[src/rtl/multdiv.sv]
// Signed multiply / divide unit. It performs one iteration per clock.
// A multiply is shift-add on operand magnitudes. A divide is restoring
// division on magnitudes. The sign of the answer is applied when the
// operation finishes.
//
// state  | meaning
// IDLE   | waiting for a start pulse
// MUL    | shift-add iterations running
// DIV    | restoring-division iterations running
// DONE   | result valid, data_resultRDY strobe cycle
module multdiv #(
    parameter int WIDTH = 32
) (
    input  logic             clock,
    input  logic             reset,
    input  logic [WIDTH-1:0] data_operandA,
    input  logic [WIDTH-1:0] data_operandB,
    input  logic             ctrl_MULT,
    input  logic             ctrl_DIV,
    output logic [WIDTH-1:0] data_result,
    output logic             data_exception,
    output logic             data_resultRDY,
    output logic             busy
);

    localparam int CW = $clog2(WIDTH) + 1;

    typedef enum logic [1:0] {
        S_IDLE,
        S_MUL,
        S_DIV,
        S_DONE
    } state_t;

    state_t              r_state;
    state_t              w_state_next;
    logic [CW-1:0]       r_count;
    logic [2*WIDTH-1:0]  r_acc;      // MUL: {partial hi, multiplier}; DIV: {remainder, quotient}
    logic [WIDTH-1:0]    r_opnd;     // MUL: |A| multiplicand; DIV: |B| divisor
    logic                r_neg;
    logic [WIDTH-1:0]    r_result;
    logic                r_exc;

    logic                w_start;
    logic                w_last;
    logic [WIDTH-1:0]    w_mag_a;
    logic [WIDTH-1:0]    w_mag_b;
    logic [WIDTH:0]      w_add;
    logic [WIDTH:0]      w_sum;
    logic [2*WIDTH-1:0]  w_mul_next;
    logic [WIDTH:0]      w_shift;
    logic [WIDTH:0]      w_diff;
    logic [2*WIDTH-1:0]  w_div_next;
    logic [2*WIDTH-1:0]  w_prod;
    logic                w_mul_ovf;
    logic [WIDTH-1:0]    w_quot;

    assign w_start = ctrl_MULT | ctrl_DIV;
    assign w_last  = (r_count == CW'(WIDTH));
    assign w_mag_a = data_operandA[WIDTH-1] ? -data_operandA : data_operandA;
    assign w_mag_b = data_operandB[WIDTH-1] ? -data_operandB : data_operandB;

    // One shift-add step: conditionally add the multiplicand into the high half, then shift right.
    assign w_add      = r_acc[0] ? {1'b0, r_opnd} : '0;
    assign w_sum      = {1'b0, r_acc[2*WIDTH-1:WIDTH]} + w_add;
    assign w_mul_next = {w_sum, r_acc[WIDTH-1:1]};

    // One restoring step. The borrow out of w_diff decides whether the divisor fits.
    // The remainder stays below the divisor, so bit WIDTH of w_diff is a clean borrow.
    assign w_shift    = {r_acc[2*WIDTH-1:WIDTH], r_acc[WIDTH-1]};
    assign w_diff     = w_shift - {1'b0, r_opnd};
    assign w_div_next = w_diff[WIDTH] ? {w_shift[WIDTH-1:0], r_acc[WIDTH-2:0], 1'b0}
                                      : {w_diff[WIDTH-1:0],  r_acc[WIDTH-2:0], 1'b1};

    // Apply the final sign. A product fits in WIDTH bits only if its top WIDTH+1 bits agree.
    assign w_prod    = r_neg ? -r_acc : r_acc;
    assign w_mul_ovf = !((&w_prod[2*WIDTH-1:WIDTH-1]) || !(|w_prod[2*WIDTH-1:WIDTH-1]));
    assign w_quot    = r_neg ? -r_acc[WIDTH-1:0] : r_acc[WIDTH-1:0];

    // State register
    always_ff @(posedge clock) begin
        if (reset) begin
            r_state <= S_IDLE;
        end else begin
            r_state <= w_state_next;
        end
    end

    // Next-state logic. A start in any state wins; multiply wins when both starts are high.
    always_comb begin
        w_state_next = r_state;
        if (w_start) begin
            w_state_next = ctrl_MULT ? S_MUL : S_DIV;
        end else begin
            case (r_state)
                S_MUL, S_DIV: if (w_last) w_state_next = S_DONE;
                S_DONE:       w_state_next = S_IDLE;
                default:      w_state_next = r_state;
            endcase
        end
    end

    // Datapath: latch operands on start, iterate WIDTH times, then finalize into the result registers.
    always_ff @(posedge clock) begin
        if (reset) begin
            r_count  <= '0;
            r_acc    <= '0;
            r_opnd   <= '0;
            r_neg    <= 1'b0;
            r_result <= '0;
            r_exc    <= 1'b0;
        end else if (w_start) begin
            r_count <= '0;
            r_neg   <= data_operandA[WIDTH-1] ^ data_operandB[WIDTH-1];
            if (ctrl_MULT) begin
                r_acc  <= {{WIDTH{1'b0}}, w_mag_b};
                r_opnd <= w_mag_a;
            end else begin
                r_acc  <= {{WIDTH{1'b0}}, w_mag_a};
                r_opnd <= w_mag_b;
            end
        end else if (r_state == S_MUL) begin
            if (w_last) begin
                r_result <= w_prod[WIDTH-1:0];
                r_exc    <= w_mul_ovf;
            end else begin
                r_acc   <= w_mul_next;
                r_count <= r_count + CW'(1);
            end
        end else if (r_state == S_DIV) begin
            if (w_last) begin
                if (r_opnd == '0) begin
                    r_result <= '0;
                    r_exc    <= 1'b1;
                end else begin
                    // A positive quotient with magnitude 2^(WIDTH-1) only arises from MIN / -1.
                    r_result <= w_quot;
                    r_exc    <= ~r_neg & r_acc[WIDTH-1];
                end
            end else begin
                r_acc   <= w_div_next;
                r_count <= r_count + CW'(1);
            end
        end
    end

    assign data_result    = r_result;
    assign data_exception = r_exc;
    assign data_resultRDY = (r_state == S_DONE);
    assign busy           = (r_state == S_MUL) || (r_state == S_DIV);

endmodule

[config.mk]
export PLATFORM = sky130hd
export DESIGN_NAME = multdiv
export DESIGN_NICKNAME = d
export VERILOG_FILES = /design/src/rtl/multdiv.sv
export SDC_FILE = /design/constraint.sdc
export NUM_CORES = 1
export LEC_CHECK = 0
export CORE_MARGIN = 2
export CORE_UTILIZATION = 45
export CTS_CLUSTER_SIZE = 12
export DETAILED_ROUTE_END_ITERATION = 6
export MAX_ROUTING_LAYER = met4
export PLACE_DENSITY = 0.67
export SYNTH_ARGS = -nofsm -noshare
export SYNTH_HDL_FRONTEND = slang
export SYNTH_SLANG_ARGS = --single-unit
[constraint.sdc]
create_clock -name clock -period 4 [get_ports clock]
set_clock_uncertainty 0.05 [all_clocks]
set_input_delay 0.8 -clock clock [delete_from_list [all_inputs] [get_ports clock]]
set_output_delay 0.8 -clock clock [all_outputs]
set_load 0.01 [all_outputs]
### After elaboration in Yosys (flattened, before gate mapping)

Index checks and enable logic that the tools add are counted.

* add/subtract/negate cells: 7
* equality and inequality tests: 9
* muxes and demuxes: 30
* bitwise gates (word level): 5
* reductions and logical operators: 15

Operators by type and width (count)
* $mux W64: 7
* $mux W32: 11
* $neg A32 Y32: 3
* $neg A64 Y64: 1
* $add A32 B32 Y33: 1
* $reduce_and A33 Y1: 1
* $reduce_or A33 Y1: 1
* $sub A33 B32 Y33: 1
* $logic_not A32 Y1: 1
* $mux W6: 3
* $ne A3 B3 Y1 const B: 3
* $add A6 B1 Y6 const B: 1
* $eq A6 B6 Y1 const B: 1
* $mux W2: 3
* $reduce_bool A3 Y1: 2
* $mux W1: 5
* $eq A2 B2 Y1 const B: 2
* $ne A2 B2 Y1 const B: 2
* $pmux W2 S2: 1
* $reduce_and A4 Y1: 1
* $reduce_or A2 Y1: 2
* $reduce_and A3 Y1: 1
* $eq A2 B1 Y1 const B: 1
* $logic_not A1 Y1: 2
* other kinds (7): 9

* flip-flop bits (word level): 138
* input bits: 68
* output and inout bits: 35

### Depth between registers and ports, before layout

Gate-level depths: netlist of the first run.

* depth in word-level cells: 8
* gate-level depth with buffers: 16
* gate-level depth less buffers: 14

### Least setup slack after synthesis of the first run

OpenSTA, ideal clock, no wires.

* path kind: register -> register
* start point: reg r_acc[31]
* end point: reg r_acc[56]
* data arrival time: 3.767 ns
* path slack: 0.048 ns
* cell stages (with the launch flop): 16
* buffers on the path: 3
* period minus slack after synthesis: 3.952 ns
* path through: dfxtp_1 clkbuf_1 inv_1 ha_1 fa_1 nand2b_1 a21o_1 a211o_1 a21oi_1 a211o_1 a41o_1 xor2_1 clkbuf_1 clkbuf_1 mux2i_1 o221ai_1

* cells in the longest elaborated chain, start to end: 6

RTL lines
* start, declared: RTL line 38 `logic [2*WIDTH-1:0] r_acc;`
* start signal, assigned: RTL line 116 `r_acc <= {{WIDTH{1'b0}}, w_mag_b};`
* start signal, assigned: RTL line 119 `r_acc <= {{WIDTH{1'b0}}, w_mag_a};`
* start signal, assigned: RTL line 127 `r_acc <= w_mul_next;`
* $sub A33 B32 Y33: RTL line 71 `assign w_diff = w_shift - {1'b0, r_opnd};`
* $mux W64: RTL line 72 `assign w_div_next = w_diff[WIDTH] ? {w_shift[WIDTH-1:0], r_acc[WIDTH-2:0], 1'b0}`
* $mux W64: RTL line 131 `if (w_last) begin`
* $mux W64: RTL line 130 `end else if (r_state == S_DIV) begin`
* $mux W64: RTL line 122 `end else if (r_state == S_MUL) begin`
* $mux W64: RTL line 112 `end else if (w_start) begin`

No other way between the ends. The select of a mux whose other input is x is not followed.
A chain may end at the register's enable or synchronous reset.

### Worst setup path after layout of the first run

* start point: in data_operandA[10]
* end point: reg r_acc[31]

* cells in the longest elaborated chain, start to end: 4

RTL lines
* start, declared: RTL line 16 `input logic [WIDTH-1:0] data_operandA,`
* $neg A32 Y32: RTL line 60 `assign w_mag_a = data_operandA[WIDTH-1] ? -data_operandA : data_operandA;`
* $mux W32: RTL line 60
* $mux W32: RTL line 115 `if (ctrl_MULT) begin`
* $mux W64: RTL line 112

No other way between the ends.

==> key figures, run 1 <==
Outcome
  – Status: completed

Routing
  – Antenna Nets Post-Route: 0
  – Drt wl/cell: 20.90 um
  – DRT Wirelength: around 50000 um
  – DRT Pass-1 Iters: 6
  – 1st-iter DRT viols: 1737
  – DR vias: about 15000
  – Remaining routing DRC violations: 0
  – Vias per std cell: slightly above 6

STA
  – Worst hold margin: 0.4249 ns
  – Pins Over Slew Limit: 0
  – Setup Viol. Count Final: 0
  – Peak Freq: about 260 MHz
  – Min Tclk post-route: between 3 and 4 ns
  – Worst relative slew slack: 0.2146
  – Worst-Margin Slew: between 1 and 1.5 ns
  – Period utilization: 0.9746
  – Hold Vio Cnt, Final: 0
  – RSZ-0062 raised after global routing: true

Critical path
  – Critical setup path kind: primary input to flip-flop
  – Worst path slowest cell: or4_1
  – Crit path max fanout: 4
  – Required @ worst endpoint: ~4.3 ns
  – Family with the most delay on the worst path: simple AND/OR/NAND/NOR gates
  – Crit path top cell by count: or4_1
  – CP Buf/Inv Count: 1
  – Worst Path Arrival: around 4.2 ns
  – Crit-path cells: clkdlybuf4s50_1 -> or4_1 -> or4_1 -> nor4_2 -> nand3_2 -> or2_2 -> or3_1 -> nor4b_2 -> o21ai_0 -> a221oi_1
  – Crit. End Element: flip-flop
  – CP peak stage delay: ~0.6 ns
  – CP Launch Type: primary input

Pwr
  – Flop pwr share: 0.323
  – Maximum vdd drop: 0.0002527 V
  – Switch share: 0.3554
  – Pwr Density: approximately 280 nW/um^2
  – P_leak: between 6 and 7 nW
  – Clock network power share: 0.376
  – Logic gate share of total power: 0.301
  – Internal: 2.980 mW
  – Sw Pwr: ~1.6 mW

CTS
  – Latest clock arrival within the worst-skew pair: between 0.4 and 0.5 ns
  – Hold buffers post-CTS: 0
  – CTS Sinks: around 140
  – Root Buffer: clkbuf_16
  – H-tree levels: 4
  – CTS tree: done
  – Clock buffer depth: 2
  – Clock buffer count from CTS: 17
  – CTS clk-pin slew, worst paths: about 0.080 ns

Cells and area
  – Inserted Diodes: 0
  – Final Non-Filler Cells: between 2000 and 2500
  – Final instance area: 16520 um^2
  – Share of cells above drive strength 1: 0.1321
  – Final core area utilization: 0.5587
  – Leading cell types in the layout, fill and taps excluded: 203 x nor2_1, 179 x buf_4, 136 x dfxtp_1
  – Area Growth Syn to Fin: 22.90%
  – Final nets: roughly 2100
  – FILL cells: 2791
  – Commonest non-fill, non-tap cell in the layout: nor2_1

Yosys
  – Mean Syn Cell Area: around 7.4 um^2
  – Count of cell types in the netlist: 74
  – Post-Synthesis Cells: between 1500 and 2000
  – Mapped cell area: about 13000 um^2
  – Total number of yosys warnings: 0
  – Number of enable flip-flop cells after synthesis: 0
  – Sequential element share of the synthesized area: 0.2056
  – Fraction of registers with async set/reset: 0
  – Main synth FF type: dfxtp_1
  – Synthesized flop and latch total: 138
  – Mapped Nets: roughly 2000

Place
  – Placed insts: between 2000 and 2500
  – DP HPWL: 38850 um
  – Port Buffer Count: between 100 and 150
  – RD Place Congestion: between 0.9 and 1
  – Dpl cell area: ~16000 um^2

Global route
  – GRT overflow: 0
  – Vias in the first global route: about 14000
  – Antenna violations before repair: 0
  – First-pass GRT wire length: approximately 78000 um
  – Largest net degree at the start of global routing: 96
  – GRT Total Usage: 0.3263

Min path
  – Hold crit path type: flip-flop to flip-flop

Die
  – Ports: a little over 100
  – Core Box Area: 29560 um^2
  – Die W: between 150 and 200 um
  – Starting Density: 0.4546
  – # rows: 63
  – Die Height: around 180 um
  – Die area: about 31000 um^2

Flow run
  – Max Cap Viol: 0
[power by group through the flow]
stage          Sequential (mW)  Clock, mW  Combinational (mW)
5_1_grt                   1.50       1.80                1.50
3_5_place_dp              1.52          0                1.36
6_report                  1.49       1.74                1.39
3_3_place_gp              1.52          0                1.34
4_1_cts                   1.49       1.74                1.36
2_1_floorplan             1.51          0               0.826
[state kept, by name, summed over array words and instances (netlist names)]
name	flops
data_exception	1
r_acc	64
r_opnd	32
data_result	32
r_count	6
r_neg	1
r_state	2
[cells in the mapped netlist, types with 19 or more instances]
master / count / area share
nor2_1: 204 / 0.057
dfxtp_1: 138 / 0.21
nand2_1: 131 / 0.037
clkbuf_1: 107 / 0.030
a21oi_1: 105 / 0.039
xnor2_1: 101 / 0.066
o21ai_0: 96 / 0.036
ha_1: 72 / 0.067
inv_1: 72 / 0.020
a211oi_1: 71 / 0.040
xor2_1: 71 / 0.046
a22oi_1: 53 / 0.030
mux2i_1: 48 / 0.036
nor3_1: 48 / 0.018
o31ai_1: 36 / 0.020
nand3_1: 33 / 0.012
a21o_1: 32 / 0.018
nor2b_1: 27 / 0.013
nand2b_1: 26 / 0.012
nor4_1: 23 / 0.011
or4_1: 22 / 0.012
a31oi_1: 20 / 0.0093
nand4_1: 20 / 0.0093
o41ai_1: 19 / 0.012
[layout make-up]
class                      instances  area [um^2]  area share
inverter                          73        274.0     0.01659
clock inverter                    14        177.7     0.01076
timing repair buffer             281         2371      0.1436
clock buffer                      18        439.2     0.02659
multi-input combinational       1474        10000      0.6055
sequential                       138         2765      0.1674
tap                              390        488.0     0.02955
[path summary, 6_finish.rpt]
check	startpoint	slack, ns	endpoint	depth (start not counted)
hold reg to reg	data_result[31]	0.42	data_result[31]	2
setup / recovery	data_operandA[10]	0.10	r_acc[31]	10
setup reg to reg	r_acc[6]	0.18	data_exception	13
hold / removal	data_result[31]	0.42	data_result[31]	2
[per-layer routing]
layer / global-route usage / part of all wire
met5: - / 0
met4: 0.1202 / 0.034
met3: 0.04038 / 0.076
met2: 0.4979 / 0.45
met1: 0.4416 / 0.44
[tightest hold or removal path: stages, from the launching register on]
cell and delay (ns):
dfxtp_1 0.31, nand2_1 0.06, a21oi_1 0.06
[stage by stage]
stage                  TNS, ns  power (mW)  setup WS [ns]
global route        -0.0002895       4.793     -0.0002895
floorplan                    0       2.341        0.04804
detailed placement      -1.944       2.876        -0.4203
CTS                          0       4.589        0.03372
global placement        -1.298       2.860        -0.3163
finish                       0       4.623         0.1017
[logic make-up (layout without fill, tap and decap cells)]
logic type | count (synthesis) | count (layout) | share of synthesized area
compound gates | 557 | 557 | 0.2853
fa+ha+maj | 74 | 74 | 0.07002
mux | 58 | 58 | 0.04413
xor+xnor | 172 | 172 | 0.1121
flops | 138 | 138 | 0.2056
simple gates | 613 | 613 | 0.2264
buf+inv | 197 | 386 | 0.05642
[repair_timing]
| action | CTS | global route |
|---|---|---|
| gates resized for setup | 0 | 9 |
| endpoints found under the setup margin | 0 | 6 |
| buffers inserted | 0 | 0 |
Power figures use the tool's default switching activity.
==> inputs of run 2 (changes only) <==
--- a/config.mk
+++ b/config.mk
@@ -11,6 +11,7 @@
 export DETAILED_ROUTE_END_ITERATION = 6
 export MAX_ROUTING_LAYER = met4
 export PLACE_DENSITY = 0.67
+export SLEW_MARGIN = 40
 export SYNTH_ARGS = -nofsm -noshare
 export SYNTH_HDL_FRONTEND = slang
 export SYNTH_SLANG_ARGS = --single-unit
==> run 2 against run 1 <==
Net effect: setup slack improved by 0.014 ns; critical path depth stayed put; critical path type unchanged; maximum frequency is 0.36% higher; hold slack improved by 0.0039 ns; largest power group unchanged; via count increased by 0.50%; clock power about the same.
==> key figures, run 2 (synthesis results as in run 1) <==
STA
  – Min Tclk post-route: between 3 and 4 ns
  – Period utilization: 0.9711
  – Worst relative slew slack: 0.4600
  – Worst Setup Slack, final: approximately 0.12 ns
  – Peak Freq: between 200 and 300 MHz
  – Pins Over Slew Limit: 0
  – Worst hold margin: 0.4288 ns
  – Setup TNS: 0 ns
  – Hold Vio Cnt, Final: 0
  – Worst-Margin Slew: 0.8015 ns
  – RSZ-0062 raised after global routing: false
  – Setup Viol. Count Final: 0

CTS
  – CTS clk-pin slew, worst paths: about 0.070 ns
  – Total setup buffers inserted after CTS: 0
  – CTS tree: done
  – CTS Sinks: 138
  – Clock buffer depth: 2
  – Root Buffer: clkbuf_16
  – Clock buffer count from CTS: 17
  – H-tree levels: 4
  – Hold buffers post-CTS: 0
  – Latest clock arrival within the worst-skew pair: 0.45 ns

Global route
  – First-pass GRT wire length: roughly 78000 um
  – GRT Total Usage: 0.3279
  – GRT overflow: 0
  – Vias in the first global route: ~14000
  – Largest net degree at the start of global routing: 96
  – Antenna violations before repair: 0

Pwr
  – P_leak: 6.725 nW
  – Total power: 4.621 mW
  – Maximum vdd drop: approximately 0.00023 V
  – Pwr Density: 280.0 nW/um^2

Min path
  – Hold crit path type: flip-flop to flip-flop
  – Hold path cells: 2
  – Hold endpoint: data_result[31]
  – Min-delay src: data_result[31]

Cells and area
  – Leading cell types in the layout, fill and taps excluded: 203 x nor2_1, 179 x buf_4, 136 x dfxtp_1
  – Max reg flops: 64
  – Final nets: between 2000 and 2500
  – Share of cells above drive strength 1: 0.1326
  – Largest reg by FF count: r_acc
  – Final core area utilization: 0.5583
  – Final Non-Filler Cells: approximately 2400
  – Inserted Diodes: 0
  – Multi-input gate area: 9997 um^2
  – Register area: around 2800 um^2
  – Area Growth Syn to Fin: 22.80%
  – FILL cells: ~2800
  – Final instance area: around 17000 um^2
  – Commonest non-fill, non-tap cell in the layout: nor2_1

Die
  – Die area: between 30000 and 40000 um^2
  – Die Height: roughly 180 um
  – Ports: 103
  – Die W: approximately 180 um
  – Core Box Area: 29560 um^2
  – Starting Density: 0.4546
  – # rows: between 60 and 70

Flow run
  – Max Cap Viol: 0

Critical path
  – Worst r2r dst: data_exception
  – Crit path max fanout: 4
  – CP Launch Type: primary input
  – Critical setup path kind: primary input to flip-flop
  – Worst reg2reg startpoint: r_acc[6]
  – Required @ worst endpoint: between 4 and 5 ns
  – Worst reg2reg setup slack: roughly 0.17 ns
  – R2R depth: 13
  – Crit. End Element: flip-flop
  – Worst Path Arrival: approximately 4.2 ns

Place
  – Dpl cell area: approximately 16000 um^2
  – Placed insts: between 2000 and 2500
  – DP HPWL: slightly below 40000 um
  – Port Buffer Count: 102
  – Placement Setup Slack: -0.4250 ns
  – RD Place Congestion: roughly 1

Routing
  – Remaining routing DRC violations: 0
  – DR vias: ~15000
  – DRT Pass-1 Iters: 7
  – 1st-iter DRT viols: around 1900
  – DRT Wirelength: approximately 50000 um
  – Vias per std cell: about 6.3
  – Drt wl/cell: 21.07 um
  – Antenna Nets Post-Route: 0

Outcome
  – Status: completed
-- run 2: power by group --
| group | internal (mW) | switching (mW) | total, mW |
|---|---|---|---|
| clock network | 0.963 | 0.774 | 1.74 |
| logic | 0.574 | 0.820 | 1.39 |
| registers | 1.44 | 0.0522 | 1.49 |
| total | 2.98 | 1.65 | 4.62 |
-- run 2: area by class of cell --
| cell class | count | area share |
|---|---|---|
| clock buffer | 18 | 0.02661 |
| sequential | 138 | 0.1676 |
| tap | 390 | 0.02957 |
| timing repair buffer | 281 | 0.1434 |
| inverter | 73 | 0.01660 |
| multi-input combinational | 1474 | 0.6058 |
| clock inverter | 14 | 0.01046 |
-- run 2: worst max path at each step --
stage,start,slack (ns),endpoint,depth (start not counted)
after floorplan,r_acc[31],0.05,r_acc[56],15
after global placement,data_operandA[10],-0.32,r_acc[31],10
after detailed placement,data_operandA[10],-0.43,r_acc[31],10
after CTS,data_operandA[10],0.03,r_acc[31],10
after global routing,data_operandA[10],0.02,r_acc[20],14
final,data_operandA[10],0.12,r_acc[31],10
-- run 2: metal layers --
| layer | track usage | wire length, um |
|---|---|---|
| met4 | 0.1284 | 1997 |
| met2 | 0.4969 | 22250 |
| met1 | 0.4423 | 22480 |
| met5 | - | 0 |
| met3 | 0.04274 | 3594 |
-- run 2: critical path, stage by stage --
cell and delay, ns:
clkdlybuf4s50_1 0.41, or4_1 0.60, or4_1 0.48, nor4_2 0.25, nand3_2 0.21, or2_2 0.35, or3_1 0.41, nor4b_2 0.32
o21ai_0 0.13, a221oi_1 0.23
-- run 2: timing repair --
item / CTS / global route
setup endpoints to repair: 0 / 8
endpoints found under the hold margin: 0 / 0
resized for setup: 0 / 6
